`config.mk`:
```
export PLATFORM = sky130hd
export DESIGN_NAME = sprite_compositor
export DESIGN_NICKNAME = d
export VERILOG_FILES = /design/src/rtl/sprite_compositor.sv
export SDC_FILE = /design/constraint.sdc
export NUM_CORES = 1
export LEC_CHECK = 0
export BUFFER_PORTS_ARGS = -buffer_cell sky130_fd_sc_hd__buf_2
export CAP_MARGIN = 30
export CORE_ASPECT_RATIO = 0.7
export CORE_MARGIN = 2
export CORE_UTILIZATION = 46
export DETAILED_ROUTE_END_ITERATION = 16
export PLACE_DENSITY = 0.89
export SLEW_MARGIN = 20
export SYNTH_ARGS = -nofsm -noshare
export SYNTH_HDL_FRONTEND = slang
export SYNTH_SLANG_ARGS = --single-unit
```
`constraint.sdc`:
```
create_clock -name Pclk -period 4.8 [get_ports Pclk]
set_input_delay 0.72 -clock Pclk [delete_from_list [all_inputs] [get_ports Pclk]]
set_output_delay 0.72 -clock Pclk [all_outputs]
set_load 0.05 [all_outputs]
```
`src/rtl/sprite_compositor.sv`:
```
// sprite_compositor: final pixel stage between the sprite blocks and the VGA pins.
// It delays the sprite-on flags, active flag and frame-end marker so they line up
// with ROM data that arrives ROM_LAT cycles late. It then picks one colour by
// priority (bullet > alien > player > background) and expands it to 4:4:4.
// It also finds alien/bullet and alien/player overlap once per frame.
// Ports:
//   Pclk, reset             pixel clock, synchronous active-high reset
//   xx, yy, aactive         raster position and active-video flag
//   A1SpriteOn, A1dataout   alien coverage flag and ROM colour (RRRGGGBB)
//   BSpriteOn, Bdataout     bullet coverage flag and ROM colour
//   PSpriteOn, Pdataout     player coverage flag and ROM colour
//   red, green, blue        registered 4-bit VGA colour
//   hit_pulse               frame-end pulse: alien/bullet overlap seen this frame
//   player_hit_pulse        frame-end pulse: alien/player overlap seen this frame
//   hit_count               saturating count of frames with an alien/bullet hit
module sprite_compositor #(
  parameter int unsigned ROM_LAT  = 1,
  parameter logic [7:0]  TRANSP   = 8'h00,
  parameter logic [7:0]  BG_COLOR = 8'h00,
  parameter int unsigned H_LAST   = 639,
  parameter int unsigned V_LAST   = 479
) (
  input  logic       Pclk,
  input  logic       reset,
  input  logic [9:0] xx,
  input  logic [9:0] yy,
  input  logic       aactive,
  input  logic       A1SpriteOn,
  input  logic [7:0] A1dataout,
  input  logic       BSpriteOn,
  input  logic [7:0] Bdataout,
  input  logic       PSpriteOn,
  input  logic [7:0] Pdataout,
  output logic [3:0] red,
  output logic [3:0] green,
  output logic [3:0] blue,
  output logic       hit_pulse,
  output logic       player_hit_pulse,
  output logic [7:0] hit_count
);

  localparam int unsigned POS_W = 10;
  localparam int unsigned COL_W = 8;
  localparam int unsigned RGB_W = 12;
  localparam int unsigned CNT_W = 8;
  localparam logic [CNT_W-1:0] CNT_MAX = 8'hFF;

  // Per-pixel control bits that travel together down the delay line.
  typedef struct packed {
    logic fe;
    logic act;
    logic p_on;
    logic b_on;
    logic a_on;
  } pix_flags_t;

  pix_flags_t             dly_q [ROM_LAT];
  pix_flags_t             dly_d [ROM_LAT];
  logic [RGB_W-1:0]       rgb_q, rgb_d;
  logic                   hit_l_q, hit_l_d;
  logic                   phit_l_q, phit_l_d;
  logic                   hit_pulse_q, hit_pulse_d;
  logic                   phit_pulse_q, phit_pulse_d;
  logic [CNT_W-1:0]       cnt_q, cnt_d;

  pix_flags_t             flags_in;
  pix_flags_t             dl;
  logic                   a_op, b_op, p_op;
  logic                   hit_now, phit_now;
  logic [COL_W-1:0]       sel;

  // Sample the raster/flags and mark the last active pixel of the frame.
  always_comb begin
    flags_in      = '0;
    flags_in.a_on = A1SpriteOn;
    flags_in.b_on = BSpriteOn;
    flags_in.p_on = PSpriteOn;
    flags_in.act  = aactive;
    flags_in.fe   = (xx == POS_W'(H_LAST)) && (yy == POS_W'(V_LAST));
  end

  // ROM_LAT-deep delay line so flags land on the same cycle as their ROM data.
  always_comb begin
    for (int unsigned i = 0; i < ROM_LAT; i++) begin
      dly_d[i] = '0;
    end
    dly_d[0] = flags_in;
    for (int unsigned i = 1; i < ROM_LAT; i++) begin
      dly_d[i] = dly_q[i-1];
    end
  end

  // Colour select and collision bookkeeping on the aligned pixel.
  always_comb begin
    dl       = dly_q[ROM_LAT-1];
    a_op     = dl.a_on && (A1dataout != TRANSP);
    b_op     = dl.b_on && (Bdataout  != TRANSP);
    p_op     = dl.p_on && (Pdataout  != TRANSP);

    sel = BG_COLOR;
    if (b_op) begin
      sel = Bdataout;
    end else if (a_op) begin
      sel = A1dataout;
    end else if (p_op) begin
      sel = Pdataout;
    end

    rgb_d = '0;
    if (dl.act) begin
      rgb_d = {sel[7:5], sel[7], sel[4:2], sel[4], sel[1:0], sel[1:0]};
    end

    // Overlap during blanking never counts.
    hit_now  = dl.act && a_op && b_op;
    phit_now = dl.act && a_op && p_op;

    // The last pixel's own overlap is folded into this frame's pulse, and the
    // latches restart empty for the next frame.
    hit_pulse_d  = dl.fe && (hit_l_q  || hit_now);
    phit_pulse_d = dl.fe && (phit_l_q || phit_now);
    hit_l_d      = dl.fe ? 1'b0 : (hit_l_q  || hit_now);
    phit_l_d     = dl.fe ? 1'b0 : (phit_l_q || phit_now);

    cnt_d = cnt_q;
    if (hit_pulse_d && (cnt_q != CNT_MAX)) begin
      cnt_d = cnt_q + CNT_W'(1);
    end
  end

  // State registers; reset also drops any half-finished frame.
  always_ff @(posedge Pclk) begin
    if (reset) begin
      for (int unsigned i = 0; i < ROM_LAT; i++) begin
        dly_q[i] <= '0;
      end
      rgb_q        <= '0;
      hit_l_q      <= 1'b0;
      phit_l_q     <= 1'b0;
      hit_pulse_q  <= 1'b0;
      phit_pulse_q <= 1'b0;
      cnt_q        <= '0;
    end else begin
      for (int unsigned i = 0; i < ROM_LAT; i++) begin
        dly_q[i] <= dly_d[i];
      end
      rgb_q        <= rgb_d;
      hit_l_q      <= hit_l_d;
      phit_l_q     <= phit_l_d;
      hit_pulse_q  <= hit_pulse_d;
      phit_pulse_q <= phit_pulse_d;
      cnt_q        <= cnt_d;
    end
  end

  assign red              = rgb_q[11:8];
  assign green            = rgb_q[7:4];
  assign blue             = rgb_q[3:0];
  assign hit_pulse        = hit_pulse_q;
  assign player_hit_pulse = phit_pulse_q;
  assign hit_count        = cnt_q;

endmodule

```
Word-level counts from Yosys, hierarchy flattened

Memories as Yosys holds them, arrays and structs flattened.
Cells that the tools add are included.

Flip-flop bits (word level): 24
Memories kept: 1
Logic and storage cells: 38
Output and inout port bits: 22
RAM bits: 5

Muxes and demuxes: 8
Equality and inequality tests: 3
Bitwise gates (word level): 1
$add $sub $neg: 1
Reduce and logical (&&, ||, !) cells: 18

Memory list:

| memory | depth | bits a word | read ports | clocked after Yosys merged registers in | write ports | line | RTL |
|---|---|---|---|---|---|---|---|
| dly_q  | 1     | 5           | 1          | 0                                       | 1           | 57   | `pix_flags_t dly_q [ROM_LAT];` |

Operators with widths:

| kind                                            | number |
|---|---|
| 2-to-1 mux 8 bit                                | 3 |
| nonzero test 8 bit                              | 3 |
| == test 10 bit (second input constant)          | 1 |
| == test 10 x 9 -> 1 bit (second input constant) | 1 |
| logical AND 1 bit                               | 10 |
| adder 8 x 1 -> 8 bit (second input constant)    | 1 |
| inequality test 8 bit (second input constant)   | 1 |
| 2-to-1 mux 5 bit                                | 1 |
| OR reduction 5 bit                              | 1 |
| 2-to-1 mux 1 bit                                | 4 |
| OR reduction 2 bit                              | 2 |
| logical OR 1 bit                                | 2 |
| NOT 1 bit                                       | 1 |

Longest topological paths before layout

Gate-level depths: netlist of the first run.

Depth in word-level cells: 7
Depth in mapped cells: 6

Worst setup path after synthesis of the first run

Ideal clock, no wire load.

Kind: input to register
Start: input Bdataout[0]
End: register cnt_q[2], in the netlist hit_count[2]
Stages: 6
Slack: 2.844 ns
Required time: 4.676 ns
Library setup time: 0.124 ns
Arrival time: 1.832 ns
Cell sequence: nor4_2 -> a21boi_4 -> a32oi_4 -> buf_6 -> o21bai_1 -> o311a_2

Longest elaborated chain between the ends: 6

RTL lines:

| element              | line | RTL |
|---|---|---|
| start, declared      | 31   | `input logic [7:0] Bdataout,` |
| nonzero test 8 bit   | 97   | `b_op = dl.b_on && (Bdataout != TRANSP);` |
| logical AND 1 bit    | 97   |  |
| logical AND 1 bit    | 115  | `hit_now = dl.act && a_op && b_op;` |
| logical OR 1 bit     | 120  | `hit_pulse_d = dl.fe && (hit_l_q \|\| hit_now);` |
| logical AND 1 bit    | 120  |  |
| logical AND 1 bit    | 126  | `if (hit_pulse_d && (cnt_q != CNT_MAX)) begin` |
| end signal, assigned | 152  | `cnt_q <= cnt_d;` |
| end, declared        | 64   | `logic [CNT_W-1:0] cnt_q, cnt_d;` |

Every way passes these cells.
A chain may end at the register's enable or synchronous reset.

Worst setup path in the final report of the first run

Start: input Bdataout[4]
End: register cnt_q[2], in the netlist hit_count[2]

The elaborated chain is that of the path after synthesis.

==> qor.yml, run 1 <==
status: "completed"
via_count: 1259
clk_transition_reported_paths_ps: 80
grt.met3_usage_pct: 6.36
fin_tns_setup_ps: 0
use_met2_pct: 32.2
drt_first_pass_iters: 4
synth.most_common_cell: "dfxtp_1"
initial_utilization_pct: 48.7
cts_buffers: 3
drive_above_1_share_pct: 43.7
critical-path-max-stage-delay_ps: 450
synth.cell_area_mm2: 0.00120
cts_htree_levels: 1
powerDensity_mw_per_mm2: 244
syn_area_per_cell_um2: 9.28
pin_count: 72
synthArstFlopShare_pct: 0
ctsLongestPathBuffers: 2
post-route-period-util_pct: 41.4
synth-seq-cells: 25
synthCells: 129
grt_use_total_pct: 20.5
fillerInstances: 221
synth_area_leaders: "dfxtp_1 42%, a221oi_1 4.4%, nand2_1 3.4%"
dieArea_mm2: 0.00303
wl_per_cell_um: 12.4
portBuffers: 71
r2r-end: "hit_count[5]"
end_kind: "register"
grt-ovfl-total: 0
synth_fp_nets: 180
top_usage_layer: "met2"
synth_top_area_share_pct: 41.8
yosysSeqAreaShare_pct: 41.8
synth.distinct_cells: 44
cp_max_fo: 16
ys_warn_count: 0
multi_input_area_um2: 632
fin_area_mm2: 0.00159
reg2reg_depth: 6
r2r_start: "hit_count[0]"
grt_start_max_net_pins: 17
register_area_um2: 500
num_rows: 15
synth_common_cells: "25 x dfxtp_1, 11 x nand2_1, 11 x nor2_1, 8 x nor3_1"
via_per_inst: 5.45
hold_viol: 0
start_kind: "input pin"
num_antenna_cells: 0
gp_congestion: 0.933
worst_ep_required_time_ps: 4950
drt_iter0_drc: 65
max_freq_mhz: 503
coreArea_mm2: 0.00246
period_needed_ps: 1990
setup_viol: 0
antenna_found_initial: 0
slowest_stage: "nor4_2"
root_buffer: "clkbuf_8"
holdBufCountCts: 0
ir_drop_mv: 0.152
nets: 249
min_path_type: "reg -> reg"
clock_latency_ps: 270
relSlewSlack_pct: 69.6
criticalPathCategory: "in -> reg"
reg2reg_slack_ps: 3040
critPathTopFamily: "compound AO/OA/AOI/OAI gates"
hp-start: "hit_count[6]"
grt_pass1_vias: 1013
cts_tree: "built"
holdPathEnd: "hit_count[6]"
cts.repair.resized: 0
grt_pass1_wl_um: 4470
ys.flop_type: "dfxtp_1"
placed_cell_area_mm2: 0.00155
synth_edf_count: 0
cts_setup_buffers: 0
area_growth_pct: 32.9
grt_use_met1_pct: 26.2
crit_chain: "buf_2, nor4_2, a21boi_4, a32oi_4, o21bai_1, o311a_2"
cap_violations: 0
fin_util_pct: 64.7
drc: 0
finClkSkew_ps: 7.06
crit_buf_inv: 1
dp_hpwl_um: 2340
leakage_nw: 0.695
rsz0062_at_grt: "no"
yosysTopAreaCell: "dfxtp_1"
drt-total-wl_um: 2860
drv_slew: 0
die_h_um: 46.7
holdPathStages: 2
drtAntennaViolNets: 0
cts.sinks: 25
worst_pin_slew_ps: 456
die_w_um: 65.0
crit_arrival_ps: 2140
[where the power goes]
part | total, mW | internal, mW | switching, mW
sequential | 0.214 | 0.211 | 0.00285
combinational | 0.0565 | 0.0246 | 0.0319
clock | 0.119 | 0.0579 | 0.0607
[routing by layer]
metal,up-vias,part of all wire (%)
met1,563,45
met3,4,9.3
met5,-,0
met4,0,1.7
met2,65,44
li1,627,-
[state kept, by name, indices dropped and copies added, names as in the netlist]
name              count
hit_l_q               1
hit_count             8
hit_pulse             1
dly_q                 5
phit_l_q              1
rgb_q                 8
player_hit_pulse      1
[logic make-up after synthesis]
| group | after synthesis | synth area share [%] |
|---|---|---|
| AOI/OAI and AO/OA | 30 | 20.9 |
| adders and majority gates | 1 | 1.04 |
| buffers and inverters | 11 | 5.43 |
| DFF | 25 | 41.8 |
| muxes | 1 | 0.836 |
| and+or+nand+nor | 61 | 30.0 |
[cells in the final DEF, fill, tap and decap left out, drive strengths merged, types with 4 or more instances in the layout]
cell type and instances:
buf 71, a221oi 6, nor2 12, a21oi 6, or4 5, dfxtp 25
inv 4, nand2 11, nor4 5, nor2b 5, nor3 9
[worst reg2reg max path: cells and delay by family, from the launching register on]
kind / cells / cell delay, ps
AO/OA/AOI/OAI: 1 / 140
adder cells (fa/ha/maj): 1 / 230
flip-flops: 1 / 340
AND/OR/NAND/NOR: 4 / 990
[final cells by class]
class	instances	area share, %
Multi-Input combinational cell	93	39.7
Sequential cell	25	31.4
Timing Repair Buffer	71	22.3
Tap cell	34	2.67
Clock buffer	3	2.59
Inverter	4	0.943
Clock inverter	1	0.314
[through the flow]
step,hold WS [ps],power [mW],setup slack (ps),instances
CTS,484,0.391,2840,231
global route,501,0.404,2690,231
floorplan,502,0.246,2840,129
finish,478,0.389,2810,231
detailed placement,468,0.275,2550,227
global placement,465,0.274,2560,227
[worst max-delay path by stage]
stage            startpoint      endpoint  slack [ps]  cells after the start
2_1_floorplan   Bdataout[0]  hit_count[2]        2840                      6
3_3_place_gp   A1dataout[4]  hit_count[0]        2560                      6
3_5_place_dp   A1dataout[4]  hit_count[0]        2550                      6
4_1_cts        A1dataout[4]  hit_count[0]        2840                      6
5_1_grt        A1dataout[4]  hit_count[0]        2690                      6
6_report        Bdataout[4]  hit_count[2]        2810                      6
Power figures use the tool's default switching activity.
==> run 2, diff against run 1 <==
- CORE_UTILIZATION: 46 -> 42
- PLACE_DENSITY: 0.89 -> 0.83
- clock period: 4.8 -> 2.1 ns (I/O delays scaled with it)
==> qor.yml, run 2 (synthesis results as in run 1) <==
finClkSkew_ps: 4.06
fillerInstances: 245
cts.sinks: 25
nets: 249
grt_start_max_net_pins: 17
drv_slew: 0
relSlewSlack_pct: 68.2
cts.repair.resized: 0
power_mw: 0.892
num_antenna_cells: 0
grt_pass1_vias: 1130
min_path_type: "in -> reg"
drt_iter0_drc: 63
hold_viol: 0
ir_drop_mv: 0.307
powerDensity_mw_per_mm2: 559
layout_common_cells: "71 x buf_2, 25 x dfxtp_1, 11 x nand2_1, 11 x nor2_1, 8 x nor3_1"
leakage_nw: 0.695
start_kind: "register"
slowest_stage: "or4_1"
cts_buffers: 3
cts_setup_buffers: 0
via_count: 1255
coreArea_mm2: 0.00276
cts_htree_levels: 1
grt_pass1_wl_um: 4820
worst_ep_required_time_ps: 2300
pin_count: 72
initial_utilization_pct: 43.3
via_per_inst: 5.39
gp_congestion: 0.974
final_common_cell: "buf_2"
area_growth_pct: 33.1
clock_latency_ps: 260
portBuffers: 71
rsz0062_at_grt: "no"
fin_area_mm2: 0.00159
drtAntennaViolNets: 0
dr_wl_met3_um: 206
drt-met1-wl_um: 1390
cts_tree: "built"
period_needed_ps: 1770
highest_layer: "met4"
dieArea_mm2: 0.00330
setup_viol: 0
drt_first_pass_iters: 4
critical-path-max-stage-delay_ps: 400
worst_pin_slew_ps: 476
root_buffer: "clkbuf_8"
die_h_um: 48.7
fin_tns_setup_ps: 0
cap_violations: 0
ctsLongestPathBuffers: 2
wl_met2_um: 1350
drive_above_1_share_pct: 43.7
cp_max_fo: 6
wl_per_cell_um: 12.7
drc: 0
post-route-period-util_pct: 84.4
die_w_um: 67.8
clk_transition_reported_paths_ps: 80
crit_arrival_ps: 1970
end_kind: "register"
holdBufCountCts: 0
grt-ovfl-total: 0
grt_use_total_pct: 18.8
crit_chain: "ha_1, nand2_1, nor3_2, or2_2, or4_1, a21oi_1"
max_freq_mhz: 564
dp_hpwl_um: 2420
antenna_found_initial: 0
drt-total-wl_um: 2970
criticalPathCategory: "reg -> reg"
placed_cell_area_mm2: 0.00155
num_rows: 16
status: "completed"
[run 2: cell counts in the layout (fill, tap and decap cells not counted)]
No cell type changed its count.
[run 2: cell type report]
class | instances | area [µm²] | share of cell area [%]
timing repair buffer | 71 | 355 | 22.3
sequential | 25 | 500 | 31.4
tap | 36 | 45.0 | 2.83
multi-input combinational | 93 | 632 | 39.6
inverter | 4 | 15.0 | 0.942
clock inverter | 1 | 5.00 | 0.314
clock buffer | 3 | 41.3 | 2.59
[run 2: per-layer routing]
| layer | track usage [%] | vias to the layer above |
|---|---|---|
| met4 | 4.00 | 0 |
| li1 | - | 628 |
| met3 | 3.49 | 2 |
| met2 | 29.4 | 47 |
| met1 | 26.9 | 578 |
| met5 | 0 | - |
[run 2: final timing paths]
kind           startpoint  slack [ps]            to  depth (start not counted)
max reg2reg  hit_count[0]         330  hit_count[5]                          6
max          hit_count[0]         330  hit_count[5]                          6
min            A1SpriteOn         260   dly_q[0][0]                          2
min reg2reg  hit_count[6]         480  hit_count[6]                          2
[run 2: stage by stage]
step | utilization [%] | setup slack (ps) | instances | hold slack, ps
global route | 57.7 | 208 | 233 | 285
finish | 57.7 | 327 | 233 | 261
detailed placement | 56.0 | 252 | 229 | 464
floorplan | - | 198 | 129 | 387
global placement | 56.0 | 243 | 229 | 466
CTS | 57.7 | 335 | 233 | 255
[run 2: worst max-delay path: cells and delay by family, from the launching register on]
family | cells | cell delay, ps
adder cells (fa/ha/maj) | 1 | 230
AND/OR/NAND/NOR | 4 | 990
AO/OA/AOI/OAI | 1 | 140
flip-flops | 1 | 350
[run 2: report_power, final]
part | total (mW) | internal (mW) | switching [mW]
Clock | 0.274 | 0.132 | 0.141
Sequential | 0.489 | 0.482 | 0.00704
Combinational | 0.129 | 0.0562 | 0.0724
Total | 0.892 | 0.671 | 0.221
==> run 3, diff against run 2 <==
- ABC_AREA: not set -> 1
- CORE_UTILIZATION: 42 -> 44
- PLACE_DENSITY: 0.83 -> 0.84
- clock period: 2.1 -> 1.65 ns (I/O delays scaled with it)
==> qor.yml, run 3 <==
drt_first_pass_iters: 4
crit_chain: "ha_1, nand2_1, inv_2, nand4_4, nand2_1, nor2_1, nand3_1, nand2_1, inv_1, nor2_1"
drt-total-wl_um: 3320
synthXorXnorAreaFrac_pct: 0.644
ctsLongestPathBuffers: 2
synth_top_family_by_area: "simple AND/OR/NAND/NOR gates"
drtAntennaViolNets: 0
yosysSeqAreaShare_pct: 36.8
synth_common_cells: "39 x nand2_1, 28 x inv_1, 28 x nor2_1, 25 x dfxtp_1, 19 x nand4_1"
cts_htree_levels: 1
reg2reg_depth: 10
ys.flop_type: "dfxtp_1"
synth_compound_area_share_pct: 7.73
yosysTopAreaCell: "dfxtp_1"
synth_area_leaders: "dfxtp_1 37%, nand2_1 11%, nand4_1 8.7%"
grt-ovfl-total: 0
cts_buffers: 3
cts_tree: "built"
fin_area_mm2: 0.00175
clk_transition_reported_paths_ps: 90
cap_violations: 0
nets: 318
synthMuxAreaShare_pct: 0
dieArea_mm2: 0.00356
antenna_found_initial: 0
gp_congestion: 0.882
wl_per_cell_um: 11.0
grt_pass1_wl_um: 5580
status: "completed"
area_growth_pct: 28.6
startpoint: "hit_count[0]"
synth-simple-area-share_pct: 38.9
start_kind: "register"
placed_cell_area_mm2: 0.00170
drt_iter0_drc: 156
portBuffers: 71
holdBufCountCts: 0
criticalPathCategory: "reg -> reg"
critical-path-max-stage-delay_ps: 350
ir_drop_mv: 0.452
cp_max_fo: 7
cts_setup_buffers: 0
die_w_um: 70.5
final_common_cell: "buf_2"
worst_pin_slew_ps: 524
power_mw: 1.16
hold_viol: 0
synth_top_area_share_pct: 36.8
num_antenna_cells: 0
synth-seq-cells: 25
initial_utilization_pct: 47.5
grt_use_total_pct: 19.7
num_rows: 16
layout_common_cells: "71 x buf_2, 39 x nand2_1, 28 x nor2_1, 28 x inv_1, 23 x dfxtp_1"
crit_arrival_ps: 1660
cp-endpoint: "hit_count[7]"
grt_start_max_net_pins: 17
crit_top_cell: "nand2_1"
drv_slew: 0
synth_fp_nets: 251
synthCells: 200
synthArstFlopShare_pct: 0
slowest_stage: "dfxtp_2"
fin_tns_setup_ps: 0
synth_edf_count: 0
setup_viol: 0
min_path_type: "in -> reg"
powerDensity_mw_per_mm2: 661
finClkSkew_ps: 6.42
max_freq_mhz: 695
drc: 0
reg2reg_slack_ps: 210
synth.cell_area_mm2: 0.00136
synthAdderAreaFrac_pct: 0.920
post-route-period-util_pct: 87.2
clock_latency_ps: 280
die_h_um: 50.5
end_kind: "register"
relSlewSlack_pct: 65.0
synth.most_common_cell: "nand2_1"
finalNonFillerCells: 302
r2r_start: "hit_count[0]"
pin_count: 72
drive_above_1_share_pct: 35.3
worst_ep_required_time_ps: 1870
via_count: 1534
cts.sinks: 25
cts.repair.resized: 0
dp_cells: 298
r2r-end: "hit_count[7]"
rsz0062_at_grt: "no"
dp_hpwl_um: 2670
via_per_inst: 5.08
ys_warn_count: 0
period_needed_ps: 1440
synth.distinct_cells: 26
root_buffer: "clkbuf_8"
coreArea_mm2: 0.00286
leakage_nw: 0.880
grt_pass1_vias: 1271
syn_area_per_cell_um2: 6.80
[run 3: cell count changes after synthesis, sizes merged, moves of 6 or more]
cell	before	now
a221oi	6	0
a31oi	1	8
inv	4	34
nand2	11	40
nand3	2	9
nand4	3	20
nor2	12	33
nor3	9	2
[run 3: area by class of cell]
type,count,area [µm²]
clock buffer,3,41.3
clock inverter,1,5.00
fill,273,1110
inverter,36,136
multi-input combinational,129,656
sequential,25,503
tap,36,45.0
timing repair buffer,72,363
[run 3: worst min path at each step]
stage	slack, ps	depth (start not counted)	startpoint	endpoint
after floorplan	350	2	A1SpriteOn	dly_q[0][0]
after global placement	440	2	phit_l_q	phit_l_q
after detailed placement	450	2	phit_l_q	phit_l_q
after CTS	170	3	aactive	dly_q[0][3]
after global routing	170	3	aactive	dly_q[0][3]
final	170	3	aactive	dly_q[0][3]
[run 3: layer usage]
| metal | GRT usage, % | share of wire [%] |
|---|---|---|
| met2 | 31.1 | 45 |
| met4 | 5.77 | 0.90 |
| met5 | 0 | 0 |
| met1 | 26.5 | 46 |
| met3 | 5.42 | 8.4 |
[run 3: power by group]
part | internal [mW] | switching [mW] | total (mW) | leakage (nW)
Combinational | 0.0702 | 0.0997 | 0.170 | 0.650
Clock | 0.170 | 0.195 | 0.365 | 0.0255
Sequential | 0.614 | 0.00729 | 0.621 | 0.204
Total | 0.853 | 0.302 | 1.16 | 0.880
[run 3: cells by family after synthesis]
kind of cell,count (synthesis)
buffers and inverters,46
AND/OR/NAND/NOR,108
adder cells (fa/ha/maj),1
flip-flops,25
AO/OA/AOI/OAI,19
XOR/XNOR,1
[run 3: critical path: cells and delay by family (launching register included)]
kind	cells	cell delay (ps)
adders and majority gates	1	220
and+or+nand+nor	7	740
buffers and inverters	2	100
DFF	1	350
[run 3: stage by stage]
| stage | worst slack [ps] | hold WS (ps) | util, % |
|---|---|---|---|
| after floorplan | 42.6 | 354 | - |
| after global placement | 255 | 442 | 59.5 |
| after detailed placement | 213 | 446 | 59.5 |
| after CTS | 212 | 168 | 61.1 |
| after global routing | 90.8 | 169 | 61.1 |
| final | 212 | 171 | 61.1 |
